`src/rtl/lsu_pkg.sv`:
```
// Shared definitions for the load/store alignment unit:
// funct3 codes, FSM state encoding and the byte-enable helper.
package lsu_pkg;

    localparam logic [2:0] F3_B  = 3'b000;
    localparam logic [2:0] F3_H  = 3'b001;
    localparam logic [2:0] F3_W  = 3'b010;
    localparam logic [2:0] F3_BU = 3'b100;
    localparam logic [2:0] F3_HU = 3'b101;

    typedef enum logic [2:0] {
        S_IDLE      = 3'd0,
        S_STORE     = 3'd1,
        S_LOAD_REQ  = 3'd2,
        S_LOAD_WAIT = 3'd3,
        S_RESP      = 3'd4,
        S_ERR       = 3'd5
    } state_t;

    // Lane enables for a store of the given size at byte offset off.
    function automatic logic [3:0] be_from_addr(
        input logic [2:0] funct3,
        input logic [1:0] off
    );
        logic [3:0] be;
        be = 4'b0000;
        case (funct3[1:0])
            2'b00:   be = 4'b0001 << off;
            2'b01:   be = off[1] ? 4'b1100 : 4'b0011;
            2'b10:   be = 4'b1111;
            default: be = 4'b0000;
        endcase
        return be;
    endfunction

endpackage

```
`src/rtl/lsu_load_extract.sv`:
```
// Load result formatting: selects the addressed byte/half of a RAM word and
// sign- or zero-extends it. Ports: word (RAM data), off (addr[1:0]), funct3, data.
module lsu_load_extract
    import lsu_pkg::*;
#(
    parameter int XLEN = 32
) (
    input  logic [XLEN-1:0] word,
    input  logic [1:0]      off,
    input  logic [2:0]      funct3,
    output logic [XLEN-1:0] data
);

    logic [XLEN-1:0] shifted;

    // Bring the addressed lane down to bit 0 before extending.
    assign shifted = word >> {off, 3'b000};

    always_comb begin
        data = '0;
        case (funct3)
            F3_B:    data = {{(XLEN-8){shifted[7]}}, shifted[7:0]};
            F3_H:    data = {{(XLEN-16){shifted[15]}}, shifted[15:0]};
            F3_W:    data = word;
            F3_BU:   data = {{(XLEN-8){1'b0}}, shifted[7:0]};
            F3_HU:   data = {{(XLEN-16){1'b0}}, shifted[15:0]};
            default: data = '0;
        endcase
    end

endmodule

```
`src/rtl/lsu_mem_align.sv`:
```
// Load/store alignment unit between the core memory stage and a byte-lane RAM
// with 1-cycle registered reads. Ports: clk/clk_en/rst, core request
// (i_req_*, o_req_ready), response (o_resp_*), RAM read and write ports.
module lsu_mem_align
    import lsu_pkg::*;
#(
    parameter int XLEN   = 32,
    parameter int RAM_AW = 12
) (
    input  logic            clk,
    input  logic            clk_en,
    input  logic            rst,
    input  logic            i_req_valid,
    output logic            o_req_ready,
    input  logic            i_req_we,
    input  logic [2:0]      i_req_funct3,
    input  logic [XLEN-1:0] i_req_addr,
    input  logic [XLEN-1:0] i_req_wdata,
    output logic            o_resp_valid,
    output logic            o_resp_err,
    output logic [XLEN-1:0] o_resp_rdata,
    output logic            o_read_req,
    output logic [XLEN-1:0] o_read_addr,
    input  logic [XLEN-1:0] i_read_data,
    output logic            o_write_enable,
    output logic [3:0]      o_byte_enable,
    output logic [XLEN-1:0] o_write_addr,
    output logic [XLEN-1:0] o_write_data
);

    state_t          state_q;
    state_t          state_d;
    logic [2:0]      f3_q;
    logic [2:0]      f3_d;
    logic [1:0]      off_q;
    logic [1:0]      off_d;

    logic            ready_d;
    logic            resp_valid_d;
    logic            resp_err_d;
    logic [XLEN-1:0] resp_rdata_d;
    logic            read_req_d;
    logic [XLEN-1:0] read_addr_d;
    logic            write_enable_d;
    logic [3:0]      byte_enable_d;
    logic [XLEN-1:0] write_addr_d;
    logic [XLEN-1:0] write_data_d;

    logic            accept;
    logic            illegal;
    logic            misaligned;
    logic            out_of_range;
    logic [XLEN-1:0] word_idx;
    logic [XLEN-1:0] store_data;
    logic [XLEN-1:0] load_data;

    assign accept = (state_q == S_IDLE) && i_req_valid;

    // Error decode on the raw request; it only matters at accept.
    always_comb begin
        if (i_req_we) begin
            illegal = (i_req_funct3 >= 3'b011);
        end else begin
            illegal = (i_req_funct3 == 3'b011) ||
                      (i_req_funct3 == 3'b110) ||
                      (i_req_funct3 == 3'b111);
        end
        misaligned = ((i_req_funct3[1:0] == 2'b01) && i_req_addr[0]) ||
                     ((i_req_funct3[1:0] == 2'b10) && (i_req_addr[1:0] != 2'b00));
        out_of_range = |i_req_addr[XLEN-1:RAM_AW+2];
    end

    assign word_idx = {{(XLEN-RAM_AW){1'b0}}, i_req_addr[RAM_AW+1:2]};

    always_comb begin
        case (i_req_funct3[1:0])
            2'b00:   store_data = {4{i_req_wdata[7:0]}};
            2'b01:   store_data = {2{i_req_wdata[15:0]}};
            default: store_data = i_req_wdata;
        endcase
    end

    lsu_load_extract #(
        .XLEN(XLEN)
    ) u_extract (
        .word  (i_read_data),
        .off   (off_q),
        .funct3(f3_q),
        .data  (load_data)
    );

    // Next-state and next-output logic; every output is registered, so the
    // values computed here appear in the cycle after the edge.
    always_comb begin
        state_d        = state_q;
        f3_d           = f3_q;
        off_d          = off_q;
        ready_d        = 1'b0;
        resp_valid_d   = 1'b0;
        resp_err_d     = 1'b0;
        resp_rdata_d   = '0;
        read_req_d     = 1'b0;
        read_addr_d    = '0;
        write_enable_d = 1'b0;
        byte_enable_d  = 4'b0000;
        write_addr_d   = '0;
        write_data_d   = '0;
        unique case (state_q)
            S_IDLE: begin
                ready_d = 1'b1;
                if (accept) begin
                    ready_d = 1'b0;
                    f3_d    = i_req_funct3;
                    off_d   = i_req_addr[1:0];
                    if (illegal || misaligned || out_of_range) begin
                        state_d      = S_ERR;
                        resp_valid_d = 1'b1;
                        resp_err_d   = 1'b1;
                    end else if (i_req_we) begin
                        state_d        = S_STORE;
                        resp_valid_d   = 1'b1;
                        write_enable_d = 1'b1;
                        byte_enable_d  = be_from_addr(i_req_funct3, i_req_addr[1:0]);
                        write_addr_d   = word_idx;
                        write_data_d   = store_data;
                    end else begin
                        state_d     = S_LOAD_REQ;
                        read_req_d  = 1'b1;
                        read_addr_d = word_idx;
                    end
                end
            end
            S_LOAD_REQ: begin
                state_d = S_LOAD_WAIT;
            end
            S_LOAD_WAIT: begin
                state_d      = S_RESP;
                resp_valid_d = 1'b1;
                resp_rdata_d = load_data;
            end
            S_STORE, S_RESP, S_ERR: begin
                state_d = S_IDLE;
                ready_d = 1'b1;
            end
            default: begin
                state_d = S_IDLE;
                ready_d = 1'b1;
            end
        endcase
    end

    always_ff @(posedge clk) begin
        if (rst) begin
            state_q        <= S_IDLE;
            f3_q           <= 3'b000;
            off_q          <= 2'b00;
            o_req_ready    <= 1'b1;
            o_resp_valid   <= 1'b0;
            o_resp_err     <= 1'b0;
            o_resp_rdata   <= '0;
            o_read_req     <= 1'b0;
            o_read_addr    <= '0;
            o_write_enable <= 1'b0;
            o_byte_enable  <= 4'b0000;
            o_write_addr   <= '0;
            o_write_data   <= '0;
        end else if (clk_en) begin
            state_q        <= state_d;
            f3_q           <= f3_d;
            off_q          <= off_d;
            o_req_ready    <= ready_d;
            o_resp_valid   <= resp_valid_d;
            o_resp_err     <= resp_err_d;
            o_resp_rdata   <= resp_rdata_d;
            o_read_req     <= read_req_d;
            o_read_addr    <= read_addr_d;
            o_write_enable <= write_enable_d;
            o_byte_enable  <= byte_enable_d;
            o_write_addr   <= write_addr_d;
            o_write_data   <= write_data_d;
        end
    end

endmodule

```
`config.mk`:
```
export PLATFORM = sky130hd
export DESIGN_NAME = lsu_mem_align
export DESIGN_NICKNAME = d
export VERILOG_FILES = /design/src/rtl/lsu_pkg.sv /design/src/rtl/lsu_load_extract.sv /design/src/rtl/lsu_mem_align.sv
export SDC_FILE = /design/constraint.sdc
export NUM_CORES = 1
export LEC_CHECK = 0
export CORE_MARGIN = 3
export CORE_UTILIZATION = 37
export DETAILED_ROUTE_END_ITERATION = 6
export GPL_ROUTABILITY_DRIVEN = 0
export PLACE_DENSITY_LB_ADDON = 0.1
export RECOVER_POWER = 50
export SETUP_SLACK_MARGIN = 0.3
export SYNTH_ARGS = -nofsm -noshare
export SYNTH_HDL_FRONTEND = slang
export SYNTH_SLANG_ARGS = --single-unit
export TNS_END_PERCENT = 50
```
`constraint.sdc`:
```
create_clock -name clk -period 1.85 [get_ports clk]
set_clock_uncertainty 0.15 [all_clocks]
set_input_delay 0.2775 -clock clk [delete_from_list [all_inputs] [get_ports clk]]
set_output_delay 0.2775 -clock clk [all_outputs]
set_load 0.02 [all_outputs]
```
==> run_results.csv <==
group,metric,value,unit
outcome,status,"finished with violations",
outcome,failed_checks,"setup timing",
clocking,cts_hold_buffers,0,
hold_path,min_to,"state_q[0]",
critical_path,rrSetupSlack,-0.02,ns
critical_path,cpPeakStageDelay,0.54,ns
timing,rsz0062_at_grt,"true",
yosys,synth-seq-cells,105,
timing,finalSetupViolCount,6,
yosys,netlist_area,5070,um^2
flow_run,drv_cap,0,
global_route,globalRouteOverflowTotal,0,
critical_path,critical_path.cell_chain,"mux4_2 -> a2bb2oi_4 -> clkbuf_16 -> a221oi_2 -> nor3_1",
critical_path,cp.arrival,1.95,ns
clocking,clk-insertion-delay-late,0.36,ns
finish,area_growth,54.8,%
clocking,cts_max_level,3,
detailed_routing,via_per_inst,5.28,
detailed_routing,first_pass_iters,4,
critical_path,critPathKind,"reg2reg",
hold_path,min_from,"i_req_valid",
finish,multiInputGateArea,3080,um^2
clocking,cts_made_buffers,9,
yosys,yosysWarnings,0,
pwr,vdd_ir_drop_max,0.421,mV
pwr,cellPowerDensity,657,nW/um^2
finish,final_core_util,58.8,%
floorplan,die_w,123,um
yosys,ys_seq_area_share,41.4,%
yosys,synth-edff-count,0,
placed_design,place_hpwl,12900,um
critical_path,crit_path_end_kind,"flip-flop",
critical_path,r2r_cells,5,
hold_path,hold_path_depth,4,
detailed_routing,routed_wl,18100,um
clocking,cts_tree,"yes",
global_route,grt_max_degree,38,
yosys,syn_inst,583,
timing,drv_slew,0,
yosys,avgSynthCellArea,8.70,um^2
yosys,async_flop_share,0,%
timing,fmax,0.536,GHz
floorplan,fp.dieH,123,um
hold_path,hp-class,"in2reg",
timing,finalWorstSetupSlack,-0.0165,ns
critical_path,r2r-end,"o_resp_rdata[19]",
yosys,yosysUniqueCellTypes,51,
timing,post-route-period-util,101,%
global_route,grt_pass1_wl,26700,um
timing,worst_slew_pin_slew,0.592,ns
global_route,grt_usage,22.6,%
critical_path,worstPathMaxFanout,8,
timing,slew_headroom,60.4,%
timing,hold_viol,0,
finish,fin_nets,921,
critical_path,cp.required,1.93,ns
detailed_routing,route.vias.total,5268,
global_route,grt_pass1_vias,5040,
timing,period_needed,1.87,ns
critical_path,worstReg2RegStart,"off_q[1]",
floorplan,io_pins,241,
detailed_routing,drt_iter0_markers,319,
clocking,clock-sinks,105,
clocking,path_clk_slew,0.08,ns
pwr,leakage,0.00310,uW
floorplan,row_count,42,
critical_path,crit_path_top_delay_cell,"mux4_2",
floorplan,die_area,15100,um^2
finish,seqCellArea,2110,um^2
floorplan,coreArea,13300,um^2
finish,nFillCells,1260,
clocking,cts_buffer_depth,2,
finish,drive_above_1_share,23.8,%
placed_design,portBuffers,200,
detailed_routing,wire_per_inst,18.1,um
global_route,antenna_found_initial,1,
yosys,synth_ff_type,"dfxtp_1",
clocking,root_buffer,"clkbuf_16",
detailed_routing,ant_nets,0,
critical_path,critPathLaunchType,"flip-flop",
timing,tns,-0.0385,ns
detailed_routing,drc_errors,0,
floorplan,initial_utilization,38.0,%
==> cell usage after synthesis, types with 10 or more instances <==
master | instances | area share (%)
a21oi_1 | 48 | 4.7
nor3_1 | 17 | 1.7
o21ai_1 | 41 | 4.0
a221oi_1 | 17 | 2.9
a32o_1 | 12 | 2.4
nor2b_1 | 26 | 3.2
mux2i_1 | 33 | 6.5
nand2_1 | 83 | 6.1
clkbuf_1 | 36 | 2.7
o21ai_0 | 10 | 0.99
buf_4 | 42 | 6.2
nor2_1 | 11 | 0.81
dfxtp_1 | 105 | 41
==> power breakdown <==
group	switching, uW	internal [uW]
logic	510	482
registers	16.7	2270
clock network	888	997
==> cell type report <==
class                           instances  share of cell area [%]
Antenna cell                            1                  0.0319
Multi-Input combinational cell        424                    39.2
Timing Repair Buffer                  271                    27.1
Tap cell                              176                    2.80
Clock inverter                          4                   0.478
Clock buffer                           11                    3.22
Sequential cell                       105                    26.9
Inverter                                6                   0.287
==> logic make-up after synthesis <==
logic type                after synthesis  synth area share (%)
buffers and inverters                  94                  10.4
other                                   1                0.0739
AOI/OAI and AO/OA                     187                  25.2
muxes                                  35                  7.40
xor gates and xnor gates                1                 0.173
and+or+nand+nor                       160                  15.3
DFF                                   105                  41.4
==> registers in the layout, indices dropped and copies added (netlist names) <==
name            flops
o_resp_rdata       32
o_write_data       32
o_read_addr        12
o_write_addr       12
o_byte_enable       4
f3_q                3
state_q             3
off_q               2
o_read_req          1
o_req_ready         1
o_resp_err          1
o_resp_valid        1
o_write_enable      1
==> how the worst max path moves through the flow <==
stage                         start  slack (ns)                to  cells past startpoint
floorplan                state_q[2]       -0.03  o_write_data[17]                      5
global placement     i_req_addr[15]       -0.43   o_read_addr[11]                      6
detailed placement  i_req_funct3[0]       -0.45  o_write_data[26]                      6
CTS                        off_q[1]        0.01  o_resp_rdata[19]                      5
global route             state_q[1]       -0.06   o_read_addr[11]                      6
finish                     off_q[1]       -0.02  o_resp_rdata[19]                      5
==> stage by stage <==
| step | cell area (um^2) | total power (uW) | setup WS (ns) | cells | hold WS [ns] |
|---|---|---|---|---|---|
| floorplan | 5370 | 2860 | -0.0282 | 622 | 0.253 |
| global placement | 7510 | 3200 | -0.428 | 968 | 0.284 |
| detailed placement | 7510 | 3210 | -0.448 | 968 | 0.286 |
| CTS | 8120 | 5140 | 0.0128 | 994 | 0.300 |
| global route | 7850 | 5350 | -0.0589 | 998 | 0.311 |
| finish | 7850 | 5160 | -0.0165 | 998 | 0.289 |
==> cells in the final DEF (no fill, tap or decap), types with 6 or more instances in the layout <==
| cell type | instances |
|---|---|
| nor3_1 | 15 |
| o21ai_0 | 10 |
| a32o_1 | 12 |
| a21oi_1 | 41 |
| o2bb2ai_1 | 7 |
| clkbuf_1 | 85 |
| a21oi_2 | 7 |
| nor2b_1 | 26 |
| buf_4 | 46 |
| a221oi_2 | 16 |
| buf_12 | 6 |
| mux2i_1 | 33 |
| buf_6 | 17 |
| nor2_1 | 10 |
| o22ai_1 | 8 |
| nand2_1 | 82 |
| dfxtp_1 | 99 |
| clkbuf_16 | 11 |
| conb_1 | 40 |
| clkdlybuf4s50_1 | 77 |
| dlygate4sd2_1 | 15 |
| a22o_1 | 8 |
| dlymetal6s2s_1 | 9 |
| o21ai_1 | 6 |
| o21ai_2 | 35 |
| a211o_1 | 7 |
| a22oi_1 | 8 |
==> per-layer routing <==
metal | wire length (um) | vias up | global-route usage (%)
li1 | - | 2511 | -
met1 | 7440 | 2534 | 28.3
met2 | 8920 | 201 | 37.1
met3 | 1370 | 22 | 6.31
met4 | 327 | 0 | 8.44
met5 | 0 | - | 0
==> worst max-delay path: cells and delay by family (launching register included) <==
| kind | cells | cell delay, ns |
|---|---|---|
| simple gates | 1 | 0.06 |
| mux | 1 | 0.54 |
| flops | 1 | 0.37 |
| buf+inv | 1 | 0.19 |
| compound gates | 2 | 0.43 |
==> timing repair <==
action / CTS / global route
setup endpoints to repair: 194 / 196
gates resized for setup: 96 / 151
gates cloned: 4 / 2
pin swaps: 55 / 48
setup buffers: 7 / 1
(Power assumes the default switching activity.)
